$ cat config.mk
export PLATFORM = sky130hd
export DESIGN_NAME = mmcm_drp_reconfig
export DESIGN_NICKNAME = d
export VERILOG_FILES = /design/src/rtl/mmcm_drp_reconfig.sv
export SDC_FILE = /design/constraint.sdc
export NUM_CORES = 1
export LEC_CHECK = 0
export ABC_AREA = 1
export BUFFER_PORTS_ARGS = -buffer_cell sky130_fd_sc_hd__buf_2
export CAP_MARGIN = 5
export CORE_MARGIN = 2
export CORE_UTILIZATION = 50
export CTS_CLUSTER_SIZE = 40
export DETAILED_ROUTE_END_ITERATION = 12
export GPL_ROUTABILITY_DRIVEN = 1
export PLACE_DENSITY = 0.66
export SLEW_MARGIN = 5
export SYNTH_ARGS = -nofsm -noshare
export SYNTH_HDL_FRONTEND = slang
export SYNTH_SLANG_ARGS = --single-unit
$ cat constraint.sdc
create_clock -name clk -period 5.5 [get_ports clk]
set_clock_uncertainty 0.2 [all_clocks]
set_input_delay 0 -clock clk [delete_from_list [all_inputs] [get_ports clk]]
set_output_delay 0 -clock clk [all_outputs]
set_load 0.05 [all_outputs]
$ cat src/rtl/mmcm_drp_reconfig.sv
// -----------------------------------------------------------------------------
// mmcm_drp_reconfig
//
// DRP master for an MMCME2_ADV. Holds the MMCM in reset, applies a small table
// of read-modify-write register updates over the DRP, then releases the reset
// and waits for lock. Runs entirely in the DRP clock domain.
//
// Ports:
//   clk, rst_n            DRP clock, asynchronous active-low reset
//   cfg_we/idx/daddr/     table write port (ignored unless idle):
//   cfg_mask/cfg_data     mask bit 1 keeps the MMCM bit, 0 takes cfg_data
//   start, count          launch a sequence over entries 0..count-1
//   busy, done, error     status: busy while working, done pulse, sticky error
//   mmcm_rst              MMCM RST output
//   drp_*                 DRP master interface
//   mmcm_locked           MMCM LOCKED (asynchronous, synchronized here)
// -----------------------------------------------------------------------------
module mmcm_drp_reconfig #(
    parameter int  DEPTH        = 16,
    parameter int  DRDY_TIMEOUT = 64,
    parameter int  LOCK_TIMEOUT = 65536,
    parameter int  RST_HOLD     = 4,
    localparam int IW           = $clog2(DEPTH)
) (
    input  logic          clk,
    input  logic          rst_n,
    input  logic          cfg_we,
    input  logic [IW-1:0] cfg_idx,
    input  logic [6:0]    cfg_daddr,
    input  logic [15:0]   cfg_mask,
    input  logic [15:0]   cfg_data,
    input  logic          start,
    input  logic [IW:0]   count,
    output logic          busy,
    output logic          done,
    output logic          error,
    output logic          mmcm_rst,
    output logic [6:0]    drp_daddr,
    output logic [15:0]   drp_di,
    output logic          drp_den,
    output logic          drp_dwe,
    input  logic [15:0]   drp_do,
    input  logic          drp_drdy,
    input  logic          mmcm_locked
);

    typedef enum logic [3:0] {
        S_IDLE, S_RST_ON, S_RD, S_RD_WAIT, S_WR, S_WR_WAIT,
        S_RELEASE, S_LOCK_WAIT, S_FIN
    } state_e;

    typedef struct packed {
        logic [6:0]  daddr;
        logic [15:0] mask;
        logic [15:0] data;
    } entry_t;

    localparam logic [IW:0] DEPTH_W = (IW+1)'(DEPTH);
    localparam logic [IW:0] IDX_ONE = (IW+1)'(1);

    entry_t      table_mem [DEPTH];

    state_e      state_q, state_d;
    logic [IW:0] count_q, count_d;
    logic [IW:0] idx_q, idx_d;
    logic [31:0] cnt_q, cnt_d;         // shared by reset hold, drdy and lock timeouts
    logic        busy_q, busy_d;
    logic        done_q, done_d;
    logic        error_q, error_d;
    logic        mmcm_rst_q, mmcm_rst_d;
    logic        den_q, den_d;
    logic        dwe_q, dwe_d;
    logic [6:0]  daddr_q, daddr_d;
    logic [15:0] di_q, di_d;
    logic        drdy_q, drdy_d;
    logic [15:0] do_q;
    logic        locked_s1_q, locked_s2_q;
    logic        start_ok;

    assign start_ok = start && (state_q == S_IDLE);

    // NOTE: the table is plain storage with no reset; its contents are
    // undefined until written, so adding a reset would only cost routing.
    always_ff @(posedge clk) begin
        if (cfg_we && (state_q == S_IDLE) && !start) begin
            table_mem[cfg_idx] <= '{daddr: cfg_daddr, mask: cfg_mask, data: cfg_data};
        end
    end

    // drdy is qualified by the wait states when registered, so a stray drdy
    // elsewhere never reaches the FSM. Registering the DRP returns costs one
    // cycle per access but keeps the bus inputs off the FSM critical path.
    assign drdy_d = drp_drdy && ((state_q == S_RD_WAIT) || (state_q == S_WR_WAIT));

    always_comb begin
        // NOTE: every signal written here gets a default first, so no path
        // through the case statement can infer a latch.
        state_d = state_q;
        count_d = count_q;
        idx_d   = idx_q;
        cnt_d   = cnt_q + 32'd1;
        error_d = error_q;
        daddr_d = daddr_q;
        di_d    = di_q;

        case (state_q)
            S_IDLE: begin
                cnt_d = '0;
                if (start_ok) begin
                    count_d = (count > DEPTH_W) ? DEPTH_W : count;
                    error_d = 1'b0;
                    idx_d   = '0;
                    state_d = S_RST_ON;
                end
            end
            S_RST_ON: begin
                if (cnt_q == 32'(RST_HOLD - 1)) begin
                    cnt_d   = '0;
                    state_d = (count_q == '0) ? S_RELEASE : S_RD;
                end
            end
            S_RD, S_WR: begin
                cnt_d   = '0;
                state_d = (state_q == S_RD) ? S_RD_WAIT : S_WR_WAIT;
            end
            S_RD_WAIT: begin
                if (drdy_q) begin
                    di_d    = (do_q & table_mem[idx_q[IW-1:0]].mask)
                            | (table_mem[idx_q[IW-1:0]].data & ~table_mem[idx_q[IW-1:0]].mask);
                    state_d = S_WR;
                end else if (cnt_q == 32'(DRDY_TIMEOUT)) begin
                    error_d = 1'b1;
                    state_d = S_RELEASE;
                end
            end
            S_WR_WAIT: begin
                if (drdy_q) begin
                    idx_d   = idx_q + IDX_ONE;
                    state_d = (idx_d < count_q) ? S_RD : S_RELEASE;
                end else if (cnt_q == 32'(DRDY_TIMEOUT)) begin
                    error_d = 1'b1;
                    state_d = S_RELEASE;
                end
            end
            S_RELEASE: begin
                cnt_d   = '0;
                state_d = S_LOCK_WAIT;
            end
            S_LOCK_WAIT: begin
                if (locked_s2_q) begin
                    state_d = S_FIN;
                end else if (cnt_q == 32'(LOCK_TIMEOUT - 1)) begin
                    error_d = 1'b1;
                    state_d = S_FIN;
                end
            end
            S_FIN:   state_d = S_IDLE;
            default: state_d = S_IDLE;
        endcase

        // Outputs are registered from the next state so they line up with it.
        den_d      = (state_d == S_RD) || (state_d == S_WR);
        dwe_d      = (state_d == S_WR);
        mmcm_rst_d = state_d inside {S_RST_ON, S_RD, S_RD_WAIT, S_WR, S_WR_WAIT};
        busy_d     = !(state_d inside {S_IDLE, S_FIN});
        done_d     = (state_d == S_FIN);
        if (state_d == S_RD) begin
            daddr_d = table_mem[idx_d[IW-1:0]].daddr;
        end
    end

    // NOTE: sequential state uses non-blocking assignments only, so every
    // flop samples pre-edge values regardless of statement order.
    always_ff @(posedge clk or negedge rst_n) begin
        if (!rst_n) begin
            state_q     <= S_IDLE;
            count_q     <= '0;
            idx_q       <= '0;
            cnt_q       <= '0;
            busy_q      <= 1'b0;
            done_q      <= 1'b0;
            error_q     <= 1'b0;
            mmcm_rst_q  <= 1'b0;
            den_q       <= 1'b0;
            dwe_q       <= 1'b0;
            daddr_q     <= '0;
            di_q        <= '0;
            drdy_q      <= 1'b0;
            do_q        <= '0;
            locked_s1_q <= 1'b0;
            locked_s2_q <= 1'b0;
        end else begin
            state_q     <= state_d;
            count_q     <= count_d;
            idx_q       <= idx_d;
            cnt_q       <= cnt_d;
            busy_q      <= busy_d;
            done_q      <= done_d;
            error_q     <= error_d;
            mmcm_rst_q  <= mmcm_rst_d;
            den_q       <= den_d;
            dwe_q       <= dwe_d;
            daddr_q     <= daddr_d;
            di_q        <= di_d;
            drdy_q      <= drdy_d;
            do_q        <= drp_do;
            locked_s1_q <= mmcm_locked;
            locked_s2_q <= locked_s1_q;
        end
    end

    assign busy      = busy_q;
    assign done      = done_q;
    assign error     = error_q;
    assign mmcm_rst  = mmcm_rst_q;
    assign drp_den   = den_q;
    assign drp_dwe   = dwe_q;
    assign drp_daddr = daddr_q;
    assign drp_di    = di_q;

endmodule

# Yosys cells after proc, flatten, opt, wreduce, memory -nomap -nowiden
# Memories as Yosys holds them, arrays and structs flattened. A register that Yosys moved wholly into a read port is not among the register bits.
# Index checks and enable logic that the tools add are counted.
# Widths: inputs -> output; s select.
# word_totals
register_bits	87
mem_bits_rw	624
inputBits	70
mem_count	1
# classes
add_sub_neg	2
magnitude_cmp	2
eq_ne	22
n_mux	25
bitwise	4
n_reduce_logical	23
# memory_table
memory	words	word_bits	rd	rd_clocked_by_memory_dff	write_ports	line	source
table_mem	16	39	2	1	1	61	entry_t table_mem [DEPTH];
# op_table
operator	n
$pmux 32 s2	1
$add 32x1->32 const B	1
$and 16x16->16	2
$eq 32x16->1 const B	1
$eq 32x2->1 const B	1
$eq 32x7->1 const B	1
$mux 32	1
$mux 4	7
$pmux 4 s7	1
$eq 4x3->1 const B	6
$eq 4x2->1 const B	4
$not 16->16	1
$or 16x16->16	1
$mux 5	3
$ne 2x2->1 const B	5
$pmux 5 s2	1
$mux 3	3
$eq 4x1->1 const B	2
$logic_not 4->1	2
$mux 1	7
$reduce_and 6->1	1
$add 5x1->5 const B	1
$gt 5x5->1 const B	1
$logic_not 5->1	1
other kinds (14)	23

# Logic depth before layout (Yosys ltp)
# Gate-level depths: netlist of the first run.
# depth
ltp_word	8
depth_mapped	18
ltp_nobuf	16

# Worst setup path before layout of the first run
# OpenSTA, ideal clock, no wires.
# synth_path
path_type	register to register
start	register state_q[1]
end	memory table_mem[0][0] (netlist bit), enable pin
arrival_ns	2.912
t_required_ns	4.865
slack_ns	1.952
path_stages_with_launch	6
path_buffers	0
period_less_slack_ns	3.548
path_cell_list	dfrtp_1 nor2_1 nand2_1 nor3b_1 nand3_1 nor2_1
# synth_between
elab_chain_len	5
# synth_rtl
element	line	source
from (decl)	63	state_e state_q, state_d;
from (signal assigned)	193	state_q <= state_d;
$logic_not 4->1	85	if (cfg_we && (state_q == S_IDLE) && !start) begin
$logic_and 1x1->1 (2 in a row)	85	
$mux 1	85	
$mux 1 (implied by the code)	86	table_mem[cfg_idx] <= '{daddr: cfg_daddr, mask: cfg_mask, data: cfg_data};
to (decl)	61	
# Every way passes these cells.

# Worst setup path after layout of the first run
# layout_path
start	register state_q[2]
end	memory table_mem[7][6] (netlist bit), enable pin
# Same word-level chain as after synthesis.

==> impl_metrics.yaml, run 1 <==
outcome:
  status: "completed"
power:
  p_leak_nw: 12.3
  p_per_area_nw_per_um2: 423
  ir_drop_uv: 296
die:
  rows: 88
  dieArea_um2: 60700
  die_h_um: 246
  io_pins: 99
  die_x_um: 246
  initial_core_util: 0.507
  core-area_um2: 57900
global_routing:
  track_usage: 0.250
  grt_pass1_wl_mm: 116
  antenna_found_initial: 1
  grt-ovfl-total: 0
  grt_max_degree: 119
  grt_pass1_vias: 19500
cells_and_area:
  final-seq-area_um2: 21100
  layout_commonest_cell: "edfxtp_1"
  fill_cells: 4691
  final_cell_mix: "edfxtp_1, nor2_1, nand2_1"
  syn_to_final_growth_pct: 15.9
  drive_above_1_share: 0.113
  layout.nets: 2697
  multi_input_area_um2: 7220
timing:
  tightest_slew_ns: 1.20
  setup_viol: 0
  slew_violations: 0
  fin_crit_sh: 0.663
  max_freq_mhz: 274
  rsz0062_at_grt: "false"
  setup_slack_ns: 1.85
  setup_tns_ns: 0
  max-slew-margin-rel: 0.197
  hold_viol: 0
  min_period_ns: 3.65
synth:
  yosys.area.top_type: "edfxtp_1"
  ys_warn_count: 0
  ys_ff_latch: 718
  seq_area_frac_synth: 0.718
  synth_area_leaders: "edfxtp_1, dfrtp_1, nor2_1"
  yosysUniqueCellTypes: 39
  synth_top_cell_area_share: 0.638
  syn_inst: 2446
  synth_fp_nets: 2523
  netlist_area_um2: 29400
  avgSynthCellArea_um2: 12.0
cts:
  cts_num_sinks: 718
  cts_root_buf: "clkbuf_16"
  post_cts_resized: 0
  cts_buffers: 73
  cts.clk_slew.worst_paths_ns: 0.06
  worstSkewPairLatency_ns: 0.62
  tritoncts: "yes"
  cts_buffer_depth: 3
  htreeDepth: 3
setup_path:
  critical_path.max_fanout: 25
  cp_data_arrival_time_ns: 3.73
  startpoint_type: "flip-flop"
  critPathKind: "reg -> reg"
  worstPathRequired_ns: 5.58
  cp-end-kind: "flip-flop"
placement:
  place_ws_ns: 1.81
  hpwlAfterDp_mm: 43.1
  io_buffers: 98
  routabilityCongestion: 0.858
detailed_routing:
  drt_first_pass_iters: 5
  routedWlPerCell_um: 21.6
  finalWirelength_mm: 74.4
  initialDrtViolationCount: 2140
  drc_errors: 0
  vias: 19700
  vias_per_cell: 5.72
  route.antenna.remaining_nets: 0
job:
  drv_cap: 0
worst_hold_path:
  min_path_type: "in -> reg"
==> synthesized netlist by cell type (all sizes together) <==
cell	number
edfxtp	624
nor2	389
o21ai	314
nand2	298
nand3	191
inv	144
dfrtp	94
buf	69
clkbuf	66
o221ai	50
o22ai	42
o211ai	40
nand3b	28
a21oi	21
nor3	18
xor2	15
nand4	12
xnor2	11
ha	7
nor4	5
nor3b	3
clkinv	2
and3	1
o2111ai	1
o41ai	1
==> path summary, 6_finish.rpt <==
path | from | to | slack (ns) | depth (start not counted)
worst min-delay path | cfg_idx[1] | table_mem[6][23] | 0.06 | 3
worst min register to register | locked_s1_q | locked_s2_q | 0.16 | 0
min in group asynchronous | rst_n | cnt_q[24] | 0.28 | 4
worst max register to register | state_q[2] | table_mem[7][6] | 1.85 | 6
worst max-delay path | state_q[2] | table_mem[7][6] | 1.85 | 6
max in group asynchronous | rst_n | idx_q[1] | 4.25 | 4
==> per-layer routing <==
metal | global-route usage | routed length, um | part of all wire
met2 | 0.412 | 35800 | 0.48
met4 | 0.0730 | 1740 | 0.023
met5 | 0 | 13 | 0.00017
met3 | 0.0359 | 4620 | 0.062
met1 | 0.346 | 32200 | 0.43
==> through the flow <==
stage	util	area [um2]	power (W)	hold WS [ns]	instances
2_1_floorplan	-	29400	0.00853	-0.496	2446
3_3_place_gp	0.529	30600	0.00931	-0.0894	3212
3_5_place_dp	0.529	30600	0.00937	-0.0891	3212
4_1_cts	0.588	34100	0.0145	0.0235	3443
5_1_grt	0.588	34100	0.0150	0.0588	3443
6_report	0.588	34100	0.0144	0.0575	3444
==> critical path, stage by stage, from the launching register on <==
cell and delay [ns]:
dfrtp_1 0.43, nor2_2 0.21, nand2_1 0.18, nor3b_1 0.48, nand3_1 0.45, nor2_4 0.92
buf_4 0.44
==> final cells by class <==
type,instances,area share
well taps,765,0.0281
multi-input cells,1447,0.212
inverters,146,0.0162
flip-flops and latches,718,0.620
clock inverters,34,0.0111
diodes,1,0.0000735
clock buffers,99,0.0608
repair buffers,234,0.0522
==> where the power goes <==
part / internal [W] / switching [W]
sequential: 0.00609 / 0.000161
clock: 0.00295 / 0.00210
combinational: 0.000835 / 0.00228
total: 0.00987 / 0.00454
==> cell families (layout without fill, tap and decap cells) <==
logic type | count (synthesis) | after routing | share of synthesized area
AO/OA/AOI/OAI | 469 | 469 | 0.0920
buffers and inverters | 281 | 513 | 0.0405
other | 0 | 1 | 0
adder cells (fa/ha/maj) | 7 | 7 | 0.00298
XOR/XNOR | 26 | 26 | 0.00775
flip-flops | 718 | 718 | 0.718
AND/OR/NAND/NOR | 945 | 945 | 0.139
==> registers in the layout, summed over array words and instances, names as in the netlist <==
name and count:
busy 1, cnt_q 32, count_q 5, do_q 16, done 1, drdy_q 1, drp_daddr 7, drp_den 1
drp_di 16, drp_dwe 1, error 1, idx_q 5, locked_s1_q 1, locked_s2_q 1, mmcm_rst 1, state_q 4
table_mem 624
==> timing repair <==
action | in CTS | in global routing
hold buffers | 98 | 0
endpoints found under the hold margin | 706 | 0
buffers inserted | 0 | 0
(Power assumes the default switching activity.)
==> inputs of run 2 (changes only) <==
--- a/config.mk
+++ b/config.mk
@@ -13,7 +13,7 @@
 export CTS_CLUSTER_SIZE = 40
 export DETAILED_ROUTE_END_ITERATION = 12
 export GPL_ROUTABILITY_DRIVEN = 1
-export PLACE_DENSITY = 0.66
+export PLACE_DENSITY = 0.69
 export SLEW_MARGIN = 5
 export SYNTH_ARGS = -nofsm -noshare
 export SYNTH_HDL_FRONTEND = slang
==> constraint.sdc (replaced) <==
create_clock -name clk -period 3.2 [get_ports clk]
set_clock_uncertainty 0.2 [all_clocks]
set_input_delay 0 -clock clk [delete_from_list [all_inputs] [get_ports clk]]
set_output_delay 0 -clock clk [all_outputs]
set_load 0.05 [all_outputs]
==> impl_metrics.yaml, run 2 (same netlist as run 1, synthesis figures left out) <==
cts:
  worstSkewPairLatency_ns: 0.61
  cts_buffers: 74
  cts.clk_slew.worst_paths_ns: 0.06
  cts_num_sinks: 718
  cts_buffer_depth: 3
  htreeDepth: 3
  cts_root_buf: "clkbuf_16"
  tritoncts: "yes"
  postCtsSetupBuffers: 0
power:
  ir_drop_uv: 560
  total_power_w: 0.0248
  p_per_area_nw_per_um2: 717
  p_leak_nw: 12.5
detailed_routing:
  drt_first_pass_iters: 7
  drc_errors: 0
  drt-met1-wl_mm: 31.8
  vias_per_cell: 5.82
  route.antenna.remaining_nets: 0
  vias: 20200
  finalWirelength_mm: 76.7
  route.met3.wl_mm: 6.48
  highest_layer: "met5"
  routedWlPerCell_um: 22.1
  met2WireLength_mm: 36.6
  initialDrtViolationCount: 2283
timing:
  max-slew-margin-rel: 0.261
  hold_viol: 0
  setup_viol: 0
  fin_crit_sh: 0.908
  rsz0062_at_grt: "false"
  setup_slack_ns: 0.296
  tightest_slew_ns: 1.11
  min_period_ns: 2.90
  slew_violations: 0
  max_freq_mhz: 344
die:
  dieArea_um2: 60700
  initial_core_util: 0.507
  core-area_um2: 57900
  die_h_um: 246
  rows: 88
  die_x_um: 246
  io_pins: 99
cells_and_area:
  stdcell_area_um2: 34600
  reg_top3: "table_mem x624, cnt_q x32"
  final_cell_mix: "edfxtp_1, nor2_1, nand2_1"
  drive_above_1_share: 0.116
  syn_to_final_growth_pct: 17.7
  layout.nets: 2718
  regMostFlops: "table_mem"
  largest_register_ffs: 624
  layout_commonest_cell: "edfxtp_1"
global_routing:
  antenna_found_initial: 3
  track_usage: 0.255
  grt_pass1_wl_mm: 117
  grt_max_degree: 155
  grt-ovfl-total: 0
  grt_pass1_vias: 19800
setup_path:
  startpoint_type: "flip-flop"
  critical_path.max_fanout: 51
  cp-end-kind: "flip-flop"
  worstPathRequired_ns: 3.55
  critPathKind: "reg -> reg"
  r2r_cells: 10
  rrSetupSlack_ns: 0.30
  cp_data_arrival_time_ns: 3.26
job:
  drv_cap: 0
placement:
  hpwlAfterDp_mm: 39.9
  place_ws_ns: 0.133
  io_buffers: 98
  routabilityCongestion: 0.899
  place_area_um2: 31100
outcome:
  status: "completed"
worst_hold_path:
  holdPathStages: 5
  min_path_type: "in -> reg"
[run 2: cell types whose count changed in the layout (fill, tap and decap cells not counted), moves of 2 or more]
| cell | delta |
|---|---|
| clkbuf_16 | +3 |
| clkbuf_8 | -5 |
| clkinv_2 | -2 |
| inv_6 | -2 |
| buf_4 | -11 |
| clkinvlp_4 | +2 |
| buf_12 | +29 |
| clkbuf_1 | +4 |
| dlygate4sd3_1 | +2 |
| clkinv_1 | +8 |
[run 2: critical path, stage by stage (launching register included)]
cell and delay (ns):
dfrtp_4 0.48, buf_4 0.46, buf_4 0.53, o21ai_0 0.20, o221ai_1 0.23, nand3_1 0.12, nand2_1 0.24, nand2_1 0.10
o21ai_1 0.10, nand2_1 0.08, nand2_1 0.07
[run 2: metal layers]
| metal | vias to the layer above | GRT usage |
|---|---|---|
| met5 | - | 0 |
| met1 | 10000 | 0.356 |
| met3 | 142 | 0.0475 |
| met4 | 2 | 0.0755 |
| li1 | 9115 | - |
| met2 | 932 | 0.410 |
[run 2: cell type report]
class / instances / area, um2
Clock inverter: 38 / 354
Fill cell: 4578 / 23300
Antenna cell: 1 / 2.50
Inverter: 146 / 553
Clock buffer: 100 / 2080
Sequential cell: 718 / 21100
Timing Repair Buffer: 254 / 2290
Tap cell: 765 / 957
Multi-Input combinational cell: 1447 / 7230
[run 2: repair_timing]
action | 4_1_cts | 5_1_grt
endpoints found under the hold margin | 749 | 0
hold buffers | 100 | 0
resized for setup | 0 | 1
endpoints found under the setup margin | 0 | 200
[run 2: path summary, 6_finish.rpt]
check,from,endpoint
setup reg to reg,idx_q[0],drp_di[1]
hold / removal,cfg_we,table_mem[7][22]
max in group asynchronous,rst_n,idx_q[1]
setup / recovery,idx_q[0],drp_di[1]
hold reg to reg,locked_s1_q,locked_s2_q
min in group asynchronous,rst_n,do_q[3]
[run 2: report_power, final]
group          switching, W  leakage, nW  internal, W  total, W
combinational       0.00397         4.47      0.00159   0.00556
sequential         0.000183         6.82       0.0105    0.0106
clock               0.00357         1.18      0.00500   0.00857
total               0.00772         12.5       0.0171    0.0248
[run 2: per-stage QoR]
step                TNS (ns)  utilization  cells  hold slack, ns
finish                     0        0.597   3469          0.0696
global route               0        0.597   3469          0.0474
floorplan            -216.92            -   2446          -0.496
detailed placement         0        0.537   3230         -0.0907
CTS                        0        0.597   3468          0.0542
global placement           0        0.537   3230         -0.0917
==> inputs of run 3 (changes only) <==
--- a/config.mk
+++ b/config.mk
@@ -5,7 +5,6 @@
 export SDC_FILE = /design/constraint.sdc
 export NUM_CORES = 1
 export LEC_CHECK = 0
-export ABC_AREA = 1
 export BUFFER_PORTS_ARGS = -buffer_cell sky130_fd_sc_hd__buf_2
 export CAP_MARGIN = 5
 export CORE_MARGIN = 2
==> constraint.sdc (replaced) <==
create_clock -name clk -period 3.2 [get_ports clk]
set_clock_uncertainty 0.2 [all_clocks]
set_input_delay 0 -clock clk [delete_from_list [all_inputs] [get_ports clk]]
set_output_delay 0 -clock clk [all_outputs]
set_load 0.1 [all_outputs]
==> impl_metrics.yaml, run 3 <==
outcome:
  status: "completed"
detailed_routing:
  drc_errors: 0
  finalWirelength_mm: 62.9
  routedWlPerCell_um: 25.3
  vias_per_cell: 5.91
  drt_first_pass_iters: 7
  initialDrtViolationCount: 1486
  route.antenna.remaining_nets: 0
  vias: 14700
die:
  die_h_um: 240
  initial_core_util: 0.506
  core-area_um2: 55200
  io_pins: 99
  die_x_um: 240
  dieArea_um2: 57800
  rows: 86
synth:
  seq_area_frac_synth: 0.754
  yosysUniqueCellTypes: 64
  synth_edf_count: 624
  synth_fp_nets: 1481
  ys_ff_latch: 718
  netlist_area_um2: 28000
  synth_top_cell_area_share: 0.670
  synth_area_leaders: "edfxtp_1, mux4_2, dfrtp_1"
  synthFlopType: "edfxtp_1"
  yosys.area.top_type: "edfxtp_1"
  syn_inst: 1404
  avgSynthCellArea_um2: 19.9
  ys_warn_count: 0
  netlist_top_cells_count: "edfxtp_1, mux4_2, nand2_1"
  async_reset_ff_frac: 0.131
  synth.most_common_cell: "edfxtp_1"
power:
  total_power_w: 0.0209
  comb_power_share: 0.106
  p_per_area_nw_per_um2: 627
  pwr-share-seq: 0.509
  p_leak_nw: 11.1
  clkPwrFrac: 0.385
  switchingPower_w: 0.00527
  ir_drop_uv: 467
  internal_power_w: 0.0157
  p_sw_frac: 0.252
placement:
  place_ws_ns: -0.0505
  io_buffers: 98
  place_area_um2: 30100
  hpwlAfterDp_mm: 34.5
  routabilityCongestion: 0.847
cts:
  worstSkewPairLatency_ns: 0.62
  htreeDepth: 3
  cts_buffer_depth: 3
  cts.clk_slew.worst_paths_ns: 0.06
  cts_root_buf: "clkbuf_16"
  tritoncts: "yes"
  cts_num_sinks: 718
  cts_buffers: 74
cells_and_area:
  stdcell_area_um2: 33400
  regMostFlops: "table_mem"
  layout_commonest_cell: "edfxtp_1"
  layout.nets: 1752
  fin_util: 0.604
  syn_to_final_growth_pct: 19.3
  reg_top3: "table_mem x624, cnt_q x32"
  drive_above_1_share: 0.288
  final_cell_mix: "edfxtp_1, mux4_2, nand2_1"
  largest_register_ffs: 624
timing:
  min_period_ns: 3.12
  setup_viol: 0
  setup_slack_ns: 0.0827
  tightest_slew_ns: 0.945
  hold_viol: 0
  slew_violations: 0
  fin_crit_sh: 0.974
  max_freq_mhz: 321
  max-slew-margin-rel: 0.370
setup_path:
  startpoint_type: "flip-flop"
  worstPathRequired_ns: 3.49
  cp_data_arrival_time_ns: 3.41
  critPathKind: "reg -> reg"
  worstPathCellList: "nor4_2 -> nand4_1 -> o41a_1 -> a211o_2 -> nor3_4 -> buf_4 -> buf_12 -> mux2_2"
  cpPeakStageDelay_ns: 0.56
  critical_path.max_fanout: 10
  cp-end-kind: "flip-flop"
  critPathSlowestCell: "o41a_1"
global_routing:
  grt_pass1_vias: 14800
  antenna_found_initial: 10
  grt-ovfl-total: 0
  track_usage: 0.224
  grt_pass1_wl_mm: 93.8
  grt_max_degree: 130
job:
  drv_cap: 0
worst_hold_path:
  min_path_type: "in -> reg"
==> run 3: changes by cell type in the layout (fill, tap and decap cells not counted), sizes merged, moves of 28 or more <==
cell	previous run	this run
o211ai	40	0
mux2	0	33
nor2	389	61
nand2	298	110
o22ai	42	1
nand3b	28	0
o21ai	314	13
o221ai	50	7
inv	146	15
nand3	191	20
mux4	0	160
==> run 3: per-layer routing <==
metal | vias up | global-route usage | share of wire
li1 | 6264 | - | -
met1 | 7728 | 0.312 | 0.42
met2 | 542 | 0.359 | 0.49
met3 | 135 | 0.0441 | 0.069
met4 | 8 | 0.0713 | 0.026
met5 | - | 0 | 0.00068
==> run 3: power by group through the flow <==
stage | Clock (W) | Combinational [W] | Sequential [W]
2_1_floorplan | 0 | 0.000680 | 0.0116
3_3_place_gp | 0 | 0.00209 | 0.0108
3_5_place_dp | 0 | 0.00211 | 0.0108
4_1_cts | 0.00818 | 0.00221 | 0.0107
5_1_grt | 0.00856 | 0.00235 | 0.0107
6_report | 0.00805 | 0.00222 | 0.0107
==> run 3: cell families after synthesis <==
| logic type | count (synthesis) | synth area share |
|---|---|---|
| adders and majority gates | 7 | 0.00313 |
| DFF | 718 | 0.754 |
| muxes | 194 | 0.145 |
| xor gates and xnor gates | 33 | 0.0103 |
| and+or+nand+nor | 264 | 0.0454 |
| AOI/OAI and AO/OA | 110 | 0.0296 |
| buffers and inverters | 78 | 0.0121 |
==> run 3: worst paths after layout <==
kind                        startpoint            to  slack, ns  cells past startpoint
max                          cnt_q[25]     drp_di[0]       0.08                      8
min                           count[4]    count_q[4]       0.03                      3
max reg2reg                  cnt_q[25]     drp_di[0]       0.08                      8
min reg2reg                locked_s1_q   locked_s2_q       0.16                      0
max in group asynchronous        rst_n      cnt_q[5]       2.07                      4
min in group asynchronous        rst_n  drp_daddr[4]       0.30                      4
==> run 3: worst max-delay path, delay by kind of cell (launching register included) <==
family                 cells  cell delay, ns
flip-flops                 1            0.42
multiplexers               1            0.34
buffers and inverters      2            0.31
AO/OA/AOI/OAI              2            0.94
AND/OR/NAND/NOR            3            0.78
==> run 3: cell type report <==
type,instances,area [um2]
clock buffer,106,2030
timing repair buffer,260,2280
clock inverter,26,230
antenna,4,10.0
inverter,13,48.8
fill,3845,21800
sequential,718,21100
tap,748,936
multi-input combinational,608,6710
==> run 3: what timing repair did <==
item / in CTS / in global routing
gates cloned: 0 / 1
hold endpoints to repair: 902 / 0
hold buffers: 91 / 0
buffers inserted: 0 / 5
endpoints found under the setup margin: 15 / 51
gates resized for setup: 1 / 8
pin swaps: 0 / 5
==> run 3: through the flow <==
stage | TNS, ns | std cells | hold WS, ns
final | 0 | 2483 | 0.0286
after global routing | -0.0297 | 2481 | 0.0307
after CTS | 0 | 2473 | 0.000211
after detailed placement | -0.277 | 2250 | -0.187
after global placement | 0 | 2250 | -0.188
after floorplan | -47.23 | 1404 | -0.496
